==> src/rtl/edge_pipeline_sequencer.sv <==
// edge_pipeline_sequencer
// Sequences the Sobel edge-detection datapath in the core clock domain.
// Requests from the colorspace converter are dispatched one at a time,
// with a one-entry pending slot behind the active transaction. Border
// pixels bypass the Sobel unit and produce 0. Interior pixels start the
// Sobel unit and wait for done or a timeout. Each result leaves as a
// one-cycle valid pixel; pixel (0,0) also raises frame_start.
// A vsync-framed pixel counter flags frames with the wrong pixel count.
//
// Ports:
//   clk, rst_n      core clock, asynchronous active-low reset
//   enable          launch enable; low drops requests and clears pending
//   clr_err         clears the sticky error flags
//   vsync           pixel-domain vsync (2-flop synchronized here)
//   matrix_ready    request pulse, qualifies row/col
//   row, col        matrix centre coordinates
//   sobel_done      Sobel completion, qualifies sobel_out
//   sobel_out       Sobel magnitude
//   sobel_start     one-cycle Sobel start
//   pix, pix_valid  result pixel and strobe (pix holds between results)
//   frame_start     strobe with pix_valid for pixel (0,0)
//   busy            controller not idle
//   overrun         sticky: request dropped, pending slot was full
//   timeout         sticky: Sobel did not answer in time
//   frame_err       sticky: wrong pixel count between vsync edges
module edge_pipeline_sequencer #(
   parameter int unsigned HACT    = 640,
   parameter int unsigned VACT    = 480,
   parameter int unsigned TIMEOUT = 31,
   parameter int unsigned COL_W   = $clog2(HACT),
   parameter int unsigned ROW_W   = $clog2(VACT)
) (
   input  logic             clk,
   input  logic             rst_n,
   input  logic             enable,
   input  logic             clr_err,
   input  logic             vsync,
   input  logic             matrix_ready,
   input  logic [ROW_W-1:0] row,
   input  logic [COL_W-1:0] col,
   input  logic             sobel_done,
   input  logic [7:0]       sobel_out,
   output logic             sobel_start,
   output logic [7:0]       pix,
   output logic             pix_valid,
   output logic             frame_start,
   output logic             busy,
   output logic             overrun,
   output logic             timeout,
   output logic             frame_err
);

   localparam int unsigned TMR_W = $clog2(TIMEOUT + 1);
   localparam int unsigned CNT_W = 19;
   localparam logic [CNT_W-1:0] FRAME_PIX = CNT_W'(HACT * VACT);
   localparam logic [ROW_W-1:0] ROW_LAST  = ROW_W'(VACT - 1);
   localparam logic [COL_W-1:0] COL_LAST  = COL_W'(HACT - 1);
   localparam logic [TMR_W-1:0] TMR_MAX   = TMR_W'(TIMEOUT);

   typedef enum logic [1:0] {IDLE, ISSUE, WAIT_DONE, EMIT} state_t;

   state_t             state;
   logic               pend_vld;
   logic [ROW_W-1:0]   pend_row;
   logic [COL_W-1:0]   pend_col;
   logic [ROW_W-1:0]   cur_row;
   logic [COL_W-1:0]   cur_col;
   logic [TMR_W-1:0]   timer;
   logic [CNT_W-1:0]   pix_cnt;
   logic [2:0]         vs_sync;

   logic               sel_vld;
   logic [ROW_W-1:0]   sel_row;
   logic [COL_W-1:0]   sel_col;
   logic               sel_border;
   logic               vs_edge;
   logic               emit_now;
   logic               set_ovr;
   logic               set_tmo;
   logic               set_ferr;

   // Source selection (pending before new pulse) and error-set events
   always_comb begin
      sel_vld    = enable && (pend_vld || matrix_ready);
      sel_row    = pend_vld ? pend_row : row;
      sel_col    = pend_vld ? pend_col : col;
      sel_border = (sel_row == '0) || (sel_row == ROW_LAST) ||
                   (sel_col == '0) || (sel_col == COL_LAST);
      vs_edge    = vs_sync[1] && !vs_sync[2];
      emit_now   = (state == EMIT);
      set_ovr    = (state != IDLE) && enable && matrix_ready && pend_vld;
      // done has priority over an expiring timer
      set_tmo    = (state == WAIT_DONE) && !sobel_done && (timer == TMR_MAX);
      set_ferr   = vs_edge && (pix_cnt != '0) && (pix_cnt != FRAME_PIX);
   end

   // Sequencer FSM, pending slot, frame counter and sticky flags
   always_ff @(posedge clk or negedge rst_n) begin
      if (!rst_n) begin
         state       <= IDLE;
         pend_vld    <= 1'b0;
         pend_row    <= '0;
         pend_col    <= '0;
         cur_row     <= '0;
         cur_col     <= '0;
         timer       <= '0;
         pix_cnt     <= '0;
         vs_sync     <= '0;
         sobel_start <= 1'b0;
         pix         <= '0;
         pix_valid   <= 1'b0;
         frame_start <= 1'b0;
         busy        <= 1'b0;
         overrun     <= 1'b0;
         timeout     <= 1'b0;
         frame_err   <= 1'b0;
      end else begin
         sobel_start <= 1'b0;
         pix_valid   <= 1'b0;
         frame_start <= 1'b0;
         vs_sync     <= {vs_sync[1:0], vsync};

         // Pending slot: cleared while disabled; refilled when consumed
         // together with a new pulse; filled by pulses arriving while busy
         if (!enable) begin
            pend_vld <= 1'b0;
         end else if (state == IDLE) begin
            if (pend_vld) begin
               pend_vld <= matrix_ready;
               if (matrix_ready) begin
                  pend_row <= row;
                  pend_col <= col;
               end
            end
         end else if (matrix_ready && !pend_vld) begin
            pend_vld <= 1'b1;
            pend_row <= row;
            pend_col <= col;
         end

         case (state)
            IDLE: begin
               if (sel_vld) begin
                  cur_row <= sel_row;
                  cur_col <= sel_col;
                  busy    <= 1'b1;
                  if (sel_border) begin
                     state       <= EMIT;
                     pix         <= '0;
                     pix_valid   <= 1'b1;
                     frame_start <= (sel_row == '0) && (sel_col == '0);
                  end else begin
                     state       <= ISSUE;
                     sobel_start <= 1'b1;
                  end
               end
            end
            ISSUE: begin
               timer <= '0;
               state <= WAIT_DONE;
            end
            WAIT_DONE: begin
               if (sobel_done || (timer == TMR_MAX)) begin
                  state       <= EMIT;
                  pix         <= sobel_done ? sobel_out : 8'h00;
                  pix_valid   <= 1'b1;
                  frame_start <= (cur_row == '0) && (cur_col == '0);
               end else begin
                  timer <= timer + TMR_W'(1);
               end
            end
            EMIT: begin
               state <= IDLE;
               busy  <= 1'b0;
            end
            default: state <= IDLE;
         endcase

         // Frame check; an emit coinciding with the edge opens the new frame
         if (vs_edge) begin
            pix_cnt <= emit_now ? CNT_W'(1) : '0;
         end else if (emit_now) begin
            pix_cnt <= pix_cnt + CNT_W'(1);
         end

         overrun   <= set_ovr  || (overrun   && !clr_err);
         timeout   <= set_tmo  || (timeout   && !clr_err);
         frame_err <= set_ferr || (frame_err && !clr_err);
      end
   end

endmodule
==> config.mk <==
export PLATFORM = sky130hd
export DESIGN_NAME = edge_pipeline_sequencer
export DESIGN_NICKNAME = d
export VERILOG_FILES = /design/src/rtl/edge_pipeline_sequencer.sv
export SDC_FILE = /design/constraint.sdc
export NUM_CORES = 1
export LEC_CHECK = 0
export ABC_CLOCK_PERIOD_IN_PS = 5160
export CELL_PAD_IN_SITES_DETAIL_PLACEMENT = 2
export CELL_PAD_IN_SITES_GLOBAL_PLACEMENT = 2
export CORE_ASPECT_RATIO = 1.2
export CORE_MARGIN = 3
export CORE_UTILIZATION = 39
export DETAILED_ROUTE_END_ITERATION = 10
export PLACE_DENSITY_LB_ADDON = 0.2
export SLEW_MARGIN = 20
export SYNTH_ARGS = -nofsm -noshare
export SYNTH_HDL_FRONTEND = slang
export SYNTH_SLANG_ARGS = --single-unit
==> constraint.sdc <==
create_clock -name clk -period 5.16 [get_ports clk]
set_input_delay 1.548 -clock clk [delete_from_list [all_inputs] [get_ports clk]]
set_output_delay 1.548 -clock clk [all_outputs]
set_load 0.01 [all_outputs]
==> results.ini <==
[status]
status = complete, no violations

[place]
portBuffers = 48
place_ws_ps = 1610
gp_congestion = 0.765
dp_hpwl_um = 7880
place_area_um2 = 4630

[timing]
rsz0062_at_grt = no
slew_viol_final = 0
worst_pin_slew_ps = 843
period_needed_ps = 3170
tns_ps = 0
hold_viol_final = 0
fin_ws_ps = 1990
fin_worst_skew_ps = 6.86
fin_crit_sh_pct = 61.4
maxSlewHeadroom_pct = 43.7
fmax_mhz = 316
finalSetupViolations = 0

[critical_path]
crit_chain = clkdlybuf4s50_1, nor4_1, nand3_1, o21ai_2, a211oi_2, a211oi_4, o2bb2ai_1
start_kind = primary input
r2r_end = pix[7]
arrival_ps = 3380
worst-path-max-fanout = 8
timing.rr.start = pend_vld
worstSetupStartpoint = col[2]
r2r_cells = 7
slowest_delay_ps = 460
rrSetupSlack_ps = 2990
worst-setup-path-type = primary input to flip-flop
cp-endpoint = pix[7]
worstPathRequired_ps = 5370
critPathCaptureType = flip-flop
slowest_stage = clkdlybuf4s50_1

[synthesis]
synth_area_leaders = dfrtp_1, nand2_1, mux2i_1, mux2_4, o21ai_0
synth_seq_area_share_pct = 51.2
synth_area_per_cell_um2 = 10.5
synth_warnings = 0
syn_inst = 385
yosys.area.top_type = dfrtp_1
yosysTopAreaCellShare_pct = 51.2
synthesis.nets = 427
netlist_area_um2 = 4060
yosys.cell_types.count = 49
synth-seq-cells = 83

[power]
vdd_drop_max_mv = 0.254
power.leakage_nw = 2.07
p_per_area_nw_per_um2 = 502

[worst_hold_path]
hold_path_depth = 0
hp-class = flip-flop to flip-flop

[grt]
grt_pass1_vias = 3565
grt_pass1_wl_um = 18500
grt_remaining_overflow = 0
antenna_found_initial = 0
grt_max_degree = 84
track_usage_pct = 20.0

[layout]
layout_common_cells = dfrtp_1, clkdlybuf4s50_1, nand2_1
layout-drive-gt1-share_pct = 11.2
insertedDiodeCount = 0
fin_nets = 477
post-route-cell-area_um2 = 4960
multi_input_area_um2 = 1830
mostFrequentLayoutCell = dfrtp_1
area_growth_pct = 22.2
nFillCells = 1048
seq_area_um2 = 2080

[drt]
drt_iter0_markers = 80
drt-vias-per-instance = 5.47
firstDrtPassIters = 4
drc = 0
wl_per_cell_um = 19.5
postRouteAntennaNets = 0
wirelength_um = 11000
vias = 3090

[clocking]
holdBufCountCts = 0
cts_tree = built
post_cts_resized = 0
clock-sinks = 83
htreeDepth = 3
root_buffer = clkbuf_16
clock_path_buffers = 2
clk_latency_ps = 340
numCtsBuffers = 9
clkTransAtPathRegs_ps = 60
cts_setup_buffers = 0

[job]
drv_cap = 0

[floorplan]
die_w_um = 99.1
row_count = 40
coreArea_um2 = 10100
io_pins = 49
die_area_um2 = 11700
die_h_um = 118
initial_core_util_pct = 40.2

==> worst min path at each step <==
| stage | start | endpoint | slack, ps |
|---|---|---|---|
| after detailed placement | vs_sync[0] | vs_sync[1] | 340 |
| final | vs_sync[0] | vs_sync[1] | 350 |
| after floorplan | vs_sync[0] | vs_sync[1] | 330 |
| after global routing | vs_sync[0] | vs_sync[1] | 360 |
| after CTS | vs_sync[0] | vs_sync[1] | 350 |
| after global placement | vs_sync[0] | vs_sync[1] | 330 |
==> through the flow <==
stage	hold WS [ps]	power [mW]	instances	util, %
after floorplan	331	1.51	385	-
after global placement	334	1.73	550	45.8
after detailed placement	336	1.79	550	45.8
after CTS	351	2.53	565	49.0
after global routing	360	2.66	565	49.1
final	348	2.49	565	49.1
==> cell families (layout without fill, tap and decap cells) <==
| logic type | Yosys count | in the layout | synth area share [%] |
|---|---|---|---|
| AOI/OAI and AO/OA | 70 | 70 | 11.2 |
| xor gates and xnor gates | 15 | 15 | 3.42 |
| adders and majority gates | 8 | 8 | 2.47 |
| buffers and inverters | 30 | 84 | 3.85 |
| DFF | 83 | 83 | 51.2 |
| muxes | 35 | 35 | 10.1 |
| and+or+nand+nor | 144 | 144 | 17.8 |
==> per-layer routing <==
| metal | part of all wire, % | routed length [um] | GRT usage [%] |
|---|---|---|---|
| met1 | 40 | 4430 | 23.0 |
| met2 | 57 | 6240 | 37.9 |
| met4 | 1.4 | 150 | 5.47 |
| met5 | 0 | 0 | 0 |
| met3 | 1.8 | 201 | 3.08 |
==> power by group <==
part	internal (mW)	switching [mW]	total, mW
combinational	0.356	0.386	0.742
sequential	0.861	0.175	1.04
clock	0.448	0.263	0.711
==> flip-flops by register name (all words and copies together) (netlist names), 2 cells and up <==
register  count
cur_row       9
pix           8
timer         5
pend_col     10
state         2
vs_sync       3
pix_cnt      19
pend_row      9
cur_col      10
==> critical path: cells and delay by family <==
kind | cells | cell delay, ps
AOI/OAI and AO/OA | 4 | 810
and+or+nand+nor | 2 | 550
buffers and inverters | 1 | 460
==> cells in the mapped netlist, drive strengths merged <==
| cell type | n |
|---|---|
| inv | 18 |
| o2bb2ai | 8 |
| nand2 | 43 |
| nand4b | 2 |
| o22ai | 5 |
| ha | 8 |
| xor2 | 10 |
| or3 | 4 |
| buf | 9 |
| nand2b | 6 |
| nor4 | 16 |
| xnor2 | 5 |
| and3 | 3 |
| nand3 | 19 |
| o21a | 2 |
| clkbuf | 3 |
| mux2 | 19 |
| and2 | 2 |
| a32oi | 1 |
| nor2 | 31 |
| o211ai | 2 |
| dfrtp | 83 |
| a21boi | 1 |
| nand4 | 7 |
| nor3 | 3 |
| a211oi | 2 |
| a31oi | 4 |
| or2 | 3 |
| o21ai | 35 |
| nor2b | 1 |
| and4 | 3 |
| a21oi | 10 |
| nor4b | 1 |
| mux2i | 16 |
==> final cells by class <==
| cell class | count | share of cell area [%] |
|---|---|---|
| clock buffer | 11 | 5.10 |
| clock inverter | 4 | 1.49 |
| inverter | 18 | 1.36 |
| multi-input combinational | 272 | 36.8 |
| sequential | 83 | 41.9 |
| tap | 126 | 3.18 |
| timing repair buffer | 51 | 10.2 |
No activity file was read; power rests on OpenSTA's default activity.
